### config.mk
export PLATFORM = sky130hd
export DESIGN_NAME = netlist_rx_deframer
export DESIGN_NICKNAME = d
export VERILOG_FILES = /design/src/rtl/netlist_rx_deframer.sv
export SDC_FILE = /design/constraint.sdc
export NUM_CORES = 1
export LEC_CHECK = 0
export CORE_MARGIN = 2
export CORE_UTILIZATION = 25
export DETAILED_ROUTE_END_ITERATION = 8
export GPL_ROUTABILITY_DRIVEN = 0
export HOLD_SLACK_MARGIN = 0.12
export RECOVER_POWER = 100
export SKIP_CTS_REPAIR_TIMING = 1
export SLEW_MARGIN = 20
export SYNTH_ARGS = -nofsm -noshare
export SYNTH_HDL_FRONTEND = slang
export SYNTH_SLANG_ARGS = --single-unit
### constraint.sdc
create_clock -name CLOCK -period 2.7 [get_ports CLOCK]
set_clock_uncertainty 0.05 [all_clocks]
set_input_delay 0.54 -clock CLOCK [delete_from_list [all_inputs] [get_ports CLOCK]]
set_output_delay 0.54 -clock CLOCK [all_outputs]
set_load 0.03 [all_outputs]
### src/rtl/netlist_rx_deframer.sv
// Serial frame deframer: hunts for a sync word, locks to frame boundaries,
// deserialises MSB-first data words and buffers them in a show-ahead FIFO.
module netlist_rx_deframer #(
  parameter int unsigned             SYNC_WIDTH   = 8,
  parameter logic [SYNC_WIDTH-1:0]   SYNC_PATTERN = 8'hA5,
  parameter int unsigned             DATA_WIDTH   = 8,
  parameter int unsigned             FRAME_WORDS  = 4,
  parameter int unsigned             FIFO_DEPTH   = 4,
  parameter int unsigned             MISS_MAX     = 2
) (
  input  logic                  CLOCK,
  input  logic                  RESET,
  input  logic                  SIN,
  input  logic                  BIT_EN,
  output logic [DATA_WIDTH-1:0] DOUT,
  output logic                  DVALID,
  input  logic                  DREADY,
  output logic                  LOCKED,
  output logic                  OVERFLOW
);

  localparam int unsigned SREG_W = (SYNC_WIDTH > DATA_WIDTH) ? SYNC_WIDTH : DATA_WIDTH;
  // The newest bit comes straight from SIN, so only SREG_W-1 history bits are stored.
  localparam int unsigned HIST_W = SREG_W - 1;
  localparam int unsigned CNT_W  = $clog2(SREG_W);
  localparam int unsigned WCNT_W = $clog2(FRAME_WORDS + 1);
  localparam int unsigned MCNT_W = $clog2(MISS_MAX + 1);
  localparam int unsigned PTR_W  = $clog2(FIFO_DEPTH);
  localparam int unsigned OCC_W  = PTR_W + 1;

  localparam logic [CNT_W-1:0]  DataLast  = CNT_W'(DATA_WIDTH - 1);
  localparam logic [CNT_W-1:0]  SyncLast  = CNT_W'(SYNC_WIDTH - 1);
  localparam logic [WCNT_W-1:0] WordLast  = WCNT_W'(FRAME_WORDS - 1);
  localparam logic [MCNT_W-1:0] MissLimit = MCNT_W'(MISS_MAX);
  localparam logic [OCC_W-1:0]  OccFull   = OCC_W'(FIFO_DEPTH);

  typedef enum logic [1:0] {StHunt, StData, StCheck} state_e;

  state_e                  state;
  logic [HIST_W-1:0]       hist;
  logic [CNT_W-1:0]        bit_cnt;
  logic [WCNT_W-1:0]       word_cnt;
  logic [MCNT_W-1:0]       miss_cnt;

  logic [DATA_WIDTH-1:0]   mem [FIFO_DEPTH];
  logic [PTR_W-1:0]        rd_ptr;
  logic [PTR_W-1:0]        wr_ptr;
  logic [OCC_W-1:0]        occ;
  logic                    ovf;

  logic [SYNC_WIDTH-1:0]   sync_word;
  logic [DATA_WIDTH-1:0]   data_word;
  logic                    sync_match;
  logic [MCNT_W-1:0]       miss_inc;
  logic                    push_req;
  logic                    pop;
  logic                    full;
  logic                    push_ok;

  // Incoming words include the bit on SIN this cycle; decode push/pop conditions.
  always_comb begin
    sync_word  = {hist[SYNC_WIDTH-2:0], SIN};
    data_word  = {hist[DATA_WIDTH-2:0], SIN};
    sync_match = (sync_word == SYNC_PATTERN);
    miss_inc   = miss_cnt + MCNT_W'(1);
    push_req   = (state == StData) && BIT_EN && (bit_cnt == DataLast);
    pop        = DVALID && DREADY;
    full       = (occ == OccFull);
    // A pop on the same edge frees the slot the push needs.
    push_ok    = push_req && (!full || pop);
  end

  // Frame FSM: hunt for sync, count data bits/words, then verify trailing sync.
  always_ff @(posedge CLOCK) begin
    if (RESET) begin
      state    <= StHunt;
      hist     <= '0;
      bit_cnt  <= '0;
      word_cnt <= '0;
      miss_cnt <= '0;
    end else if (BIT_EN) begin
      hist <= {hist[HIST_W-2:0], SIN};
      case (state)
        StHunt: begin
          if (sync_match) begin
            state    <= StData;
            bit_cnt  <= '0;
            word_cnt <= '0;
            miss_cnt <= '0;
          end
        end
        StData: begin
          if (bit_cnt == DataLast) begin
            bit_cnt <= '0;
            if (word_cnt == WordLast) begin
              word_cnt <= '0;
              state    <= StCheck;
            end else begin
              word_cnt <= word_cnt + WCNT_W'(1);
            end
          end else begin
            bit_cnt <= bit_cnt + CNT_W'(1);
          end
        end
        StCheck: begin
          if (bit_cnt == SyncLast) begin
            bit_cnt <= '0;
            if (sync_match) begin
              miss_cnt <= '0;
              state    <= StData;
            end else if (miss_inc == MissLimit) begin
              miss_cnt <= '0;
              state    <= StHunt;
            end else begin
              // Flywheel: keep the assumed alignment through an isolated miss.
              miss_cnt <= miss_inc;
              state    <= StData;
            end
          end else begin
            bit_cnt <= bit_cnt + CNT_W'(1);
          end
        end
        default: state <= StHunt;
      endcase
    end
  end

  // FIFO control: pointers, occupancy and sticky overflow.
  always_ff @(posedge CLOCK) begin
    if (RESET) begin
      rd_ptr <= '0;
      wr_ptr <= '0;
      occ    <= '0;
      ovf    <= 1'b0;
    end else begin
      if (push_ok) wr_ptr <= wr_ptr + PTR_W'(1);
      if (pop)     rd_ptr <= rd_ptr + PTR_W'(1);
      case ({push_ok, pop})
        2'b10:   occ <= occ + OCC_W'(1);
        2'b01:   occ <= occ - OCC_W'(1);
        default: occ <= occ;
      endcase
      if (push_req && !push_ok) ovf <= 1'b1;
    end
  end

  // FIFO storage; contents are don't-care while unoccupied.
  always_ff @(posedge CLOCK) begin
    if (push_ok) mem[wr_ptr] <= data_word;
  end

  // Outputs are derived from registered state only.
  always_comb begin
    DVALID   = (occ != '0);
    DOUT     = DVALID ? mem[rd_ptr] : '0;
    LOCKED   = (state != StHunt);
    OVERFLOW = ovf;
  end

endmodule

**After elaboration in Yosys (flattened, before gate mapping)**

Memory sizes are Yosys's and may differ from the RTL's. A register that Yosys moved wholly into a read port is not among the register bits.
Index checks and enable logic that the tools add are counted.

- Word-level logic and storage cells: 74
- Memories kept: 1
- Bits in writable memories: 32
- Output and inout port bits: 11
- Register bits: 25

- Reductions and logical operators: 20
- Add/sub/neg operators: 7
- Mux-type cells: 24
- Equality and inequality tests: 13

Memories:

| name | depth | bits a word | rd ports | clocked after memory_dff | write ports | line | RTL |
|---|---|---|---|---|---|---|---|
| mem | 4 | 8 | 1 | 1 | 1 | 45 | `logic [DATA_WIDTH-1:0] mem [FIFO_DEPTH];` |

Operators with widths:

| operator | number |
|---|---|
| $mux 2 | 10 |
| $pmux 3 s2 | 3 |
| $mux 3 | 4 |
| $reduce_bool 2->1 | 5 |
| $add 3x1->3 const B | 3 |
| $eq 8x8->1 const B | 1 |
| $mux 8 | 1 |
| $reduce_and 4->1 | 2 |
| $add 2x1->2 const B | 3 |
| $eq 2x2->1 const B | 3 |
| $eq 3x3->1 const B | 2 |
| $pmux 2 s3 | 1 |
| $logic_and 1x1->1 | 5 |
| $reduce_and 5->1 | 1 |
| $eq 2x1->1 const B | 2 |
| $mux 1 | 4 |
| $ne 2x1->1 const B | 2 |
| $ne 2x2->1 const B | 2 |
| $pmux 2 s2 | 1 |
| $eq 3x2->1 const B | 1 |
| $reduce_and 3->1 | 1 |
| $reduce_bool 3->1 | 1 |
| $sub 3x1->3 const B | 1 |
| $logic_not 1->1 | 2 |
| 3 further kinds | 3 |

**Logic depth before layout (Yosys ltp)**

- Word-level depth: 6
- Depth in mapped cells: 8

**Worst setup path after synthesis**

No wires, ideal clock.

- Path type: reg-to-reg
- Start point: register bit_cnt[0]
- End point: register occ[2]
- Data arrival time: 1.958 ns
- Library setup time: 0.123 ns
- Setup slack: 0.569 ns
- Required time: 2.527 ns
- Cell stages (with the launch flop): 9
- Path through: dfxtp_1 -> ha_1 -> ha_1 -> nand3_4 -> nand2_1 -> fa_1 -> nor4_2 -> a31oi_1 -> mux2_1

- Longest elaborated chain between the ends: 5

Ends and longest elaborated chain:

| element | line | RTL |
|---|---|---|
| start, declared | 41 | `logic [CNT_W-1:0] bit_cnt;` |
| start signal, assigned | 102 | `bit_cnt <= bit_cnt + CNT_W'(1);` |
| start signal, assigned | 120 | `bit_cnt <= bit_cnt + CNT_W'(1);` |
| $eq 3x3->1 * | 66 | `push_req = (state == StData) && BIT_EN && (bit_cnt == DataLast);` |
| $logic_and 1x1->1 * | 66 |  |
| $logic_and 1x1->1 * | 70 | `push_ok = push_req && (!full \|\| pop);` |
| $eq 2x1->1 / $eq 2x2->1 (equally long branches) | 138 | `case ({push_ok, pop})` |
| $pmux 3 s2 / $reduce_bool 2->1 (equally long branches) | - |  |
| end signal, assigned | 139 | `2'b10: occ <= occ + OCC_W'(1);` |
| end signal, assigned | 140 | `2'b01: occ <= occ - OCC_W'(1);` |
| end, declared | 48 | `logic [OCC_W-1:0] occ;` |

Mark *: on every way between the ends. The rest lies on a longest branch, timed or not.
A chain may end at the register's enable or synchronous reset.

**Worst setup path in the final report**

- Start point: register occ[0]
- End point: output port DVALID

- Longest elaborated chain between the ends: 1

Ends and longest elaborated chain:

| element | line | RTL |
|---|---|---|
| $reduce_bool 3->1 | 154 | `DVALID = (occ != '0);` |
| end, declared | 16 | `output logic DVALID,` |

No other way between the ends.

==> results_dict.tcl <==
set metrics [dict create \
    fin_crit_ns 2.48 \
    area_growth_pct 17.6 \
    drt_first_iter_violations 30 \
    drive_gt1_share_pct 12.8 \
    cp-start-kind "flop" \
    syn-cell-area_mm2 0.00265 \
    portBuffers 15 \
    cp_max_fo 9 \
    wirelength_um 4550 \
    cts_tree "built" \
    slowest_stage "dlygate4sd3_1" \
    period_share_pct 91.9 \
    finalHoldViolations 0 \
    yosys_most_used_dff "edfxtp_1" \
    dr.pass1.iters 4 \
    path_cells "nor3_1, buf_4, inv_1, dlygate4sd3_1" \
    synthMuxAreaShare_pct 12.7 \
    avgViaCountPerCell 4.13 \
    avgSynthCellArea_um2 12.9 \
    track_usage_pct 8.63 \
    yosysWarningCount 0 \
    powerDensity_mw_per_mm2 768 \
    fillers 1057 \
    wire_per_inst_um 12.3 \
    synth-edff-count 32 \
    die_x_um 107 \
    rr_worst_depth 8 \
    cp_top_family "buffers and inverters" \
    min_path_cells 2 \
    cp_num_cells 4 \
    synth_area_leaders "edfxtp_1 (36%), dfxtp_1 (20%), mux4_2 (6.8%)" \
    tns_ns 0 \
    root_buffer "clkbuf_8" \
    rsz0062_at_grt "false" \
    clk_latency_ns 0.33 \
    clkSlewWorstSetupHoldPaths_ns 0.07 \
    yosysTopAreaCellShare_pct 36.3 \
    ir_worst_vdd_mv 0.369 \
    worstPathRequired_ns 2.11 \
    ioPinCount 16 \
    die_h_um 107 \
    synth_top_family_by_area "simple AND/OR/NAND/NOR gates" \
    htree_levels 3 \
    switching_power_uw 709 \
    finalInstanceArea_mm2 0.00311 \
    postRouteAntennaNets 0 \
    fin_util_pct 30.2 \
    cp-end-kind "primary output" \
    synth_largest_area_cell "edfxtp_1" \
    p_total_mw 2.39 \
    cts-buffers-inserted 9 \
    synth_xor_area_share_pct 0.992 \
    finalHoldWorstSlack_ns 0.387 \
    setup_viol 0 \
    ys_seq_area_share_pct 56.7 \
    num_vias 1533 \
    die_area_mm2 0.0114 \
    holdCritPathClass "flop to flop" \
    synth-seq-cells 59 \
    r2r_setup_slack_ns 0.35 \
    core_region_area_mm2 0.0103 \
    switching_share_pct 29.6 \
    drcViolationCount 0 \
    grt_max_degree 18 \
    cap_viol_max_count 0 \
    whs_endpoint "word_cnt[2]" \
    worstReg2RegEnd "occ[2]" \
    slew_headroom_pct 36.6 \
    antenna_found_initial 0 \
    p_leak_nw 1.08 \
    synthesis.nets 224 \
    cts_sinks 59 \
    critPathMaxStageDelay_ns 0.68 \
    status "finished, final reports clean" \
    yosysMostFrequentCell "edfxtp_1" \
    synth_compound_area_share_pct 5.48 \
    crit_type "flop to primary output" \
    yosys.area_share.adder_pct 6.43 \
    overflow 0 \
    syn_inst 206 \
    finalNetCount 248 \
    synthTopCellsByCount "edfxtp_1 (32), dfxtp_1 (27), nor2_1 (23)" \
    cp.arrival_ns 1.89 \
    max_freq_ghz 0.403 \
    clock_path_buffers 2 \
    placement.cell_area_mm2 0.00298 \
    min_from "word_cnt[2]" \
    synth_simple_gate_area_share_pct 14.8 \
    regToRegStartpoint "state[1]" \
    maxSlewViolCount 0 \
    initial_core_util_pct 25.6 \
    p_int_mw 1.68 \
    seq_power_share_pct 42.0 \
    async_flop_share_pct 0 \
    grt_pass1_wl_um 7410 \
    yosysUniqueCellTypes 41 \
    hpwlAfterDp_um 3080 \
    first_global_vias 1521 \
    fp-row-count 37 \
    path_buf_inv 3 \
    worst-slew-pin-transition_ns 0.938 \
    antenna_cells 0 \
    clockPowerShare_pct 36.0 \
    pwr-share-comb_pct 22.0 \
]
==> power groups by stage <==
stage	clock, mW	combinational, mW	sequential, mW
after global placement	0	0.602	1.03
after global routing	0.929	0.579	1.01
final	0.860	0.525	1.00
after floorplan	0	0.394	1.02
after CTS	0.887	0.611	1.01
after detailed placement	0	0.611	1.03
==> kinds of logic after synthesis <==
logic type,count (synthesis)
xor gates and xnor gates,3
and+or+nand+nor,68
AOI/OAI and AO/OA,20
muxes,23
adders and majority gates,13
buffers and inverters,20
DFF,59
==> tightest hold or removal path: cells and delay by family (launching register included) <==
family	cells	cell delay, ns
flops	1	0.31
simple gates	1	0.05
compound gates	1	0.03
==> sequential cells by signal (all words and copies together) (netlist names), 3 cells and up, named ones only <==
name and cells:
mem 32, hist 7, bit_cnt 3, occ 3
word_cnt 3
==> worst max-delay path by stage <==
stage / from / endpoint
global route: state[0] / LOCKED
CTS: flop / DOUT[0]
floorplan: bit_cnt[0] / occ[2]
finish: occ[0] / DVALID
detailed placement: DREADY / occ[2]
global placement: DREADY / occ[2]
==> layer usage <==
metal | share of wire (%) | up-vias | GRT usage, %
met4 | 0.75 | 0 | 3.90
met2 | 47 | 22 | 13.5
met1 | 48 | 717 | 10.3
met3 | 4.4 | 5 | 3.71
li1 | - | 789 | -
met5 | 0 | - | 0
==> layout by cell type (no fill, tap or decap), types with 2 or more instances in the layout <==
cell type / synthesis / routed
edfxtp_1: 32 / 32
dfxtp_1: 27 / 27
nor2_1: 23 / 23
inv_1: 12 / 12
ha_1: 12 / 12
nand2_1: 11 / 11
nor2b_1: 11 / 11
mux2i_1: 11 / 11
clkbuf_8: 0 / 9
clkbuf_1: 4 / 9
mux4_2: 8 / 8
a21oi_1: 6 / 6
o21ai_0: 4 / 5
and2_1: 4 / 4
dlygate4sd3_1: 0 / 4
nor3_1: 3 / 3
nand4bb_1: 3 / 3
nand2b_1: 3 / 3
nand4_1: 3 / 3
mux2_1: 3 / 3
clkdlybuf4s50_1: 0 / 3
buf_4: 0 / 3
xnor2_1: 2 / 2
o31ai_1: 1 / 2
clkinvlp_4: 0 / 2
bufinv_16: 0 / 2
==> through the flow <==
step,worst slack (ns),instances
global route,0.0934,371
CTS,-0.0384,371
floorplan,0.569,206
detailed placement,0.0921,355
global placement,0.130,355
finish,0.219,371
==> final cells by class <==
class                   count  area (um2)  area share, %
clock buffers               9         124           3.98
flip-flops and latches     59        1500           48.2
well taps                 136         170           5.47
inverters                  12        45.0           1.45
repair buffers             21         144           4.62
clock inverters             7        92.6           2.97
multi-input cells         127        1040           33.3
Power figures use the tool's default switching activity.
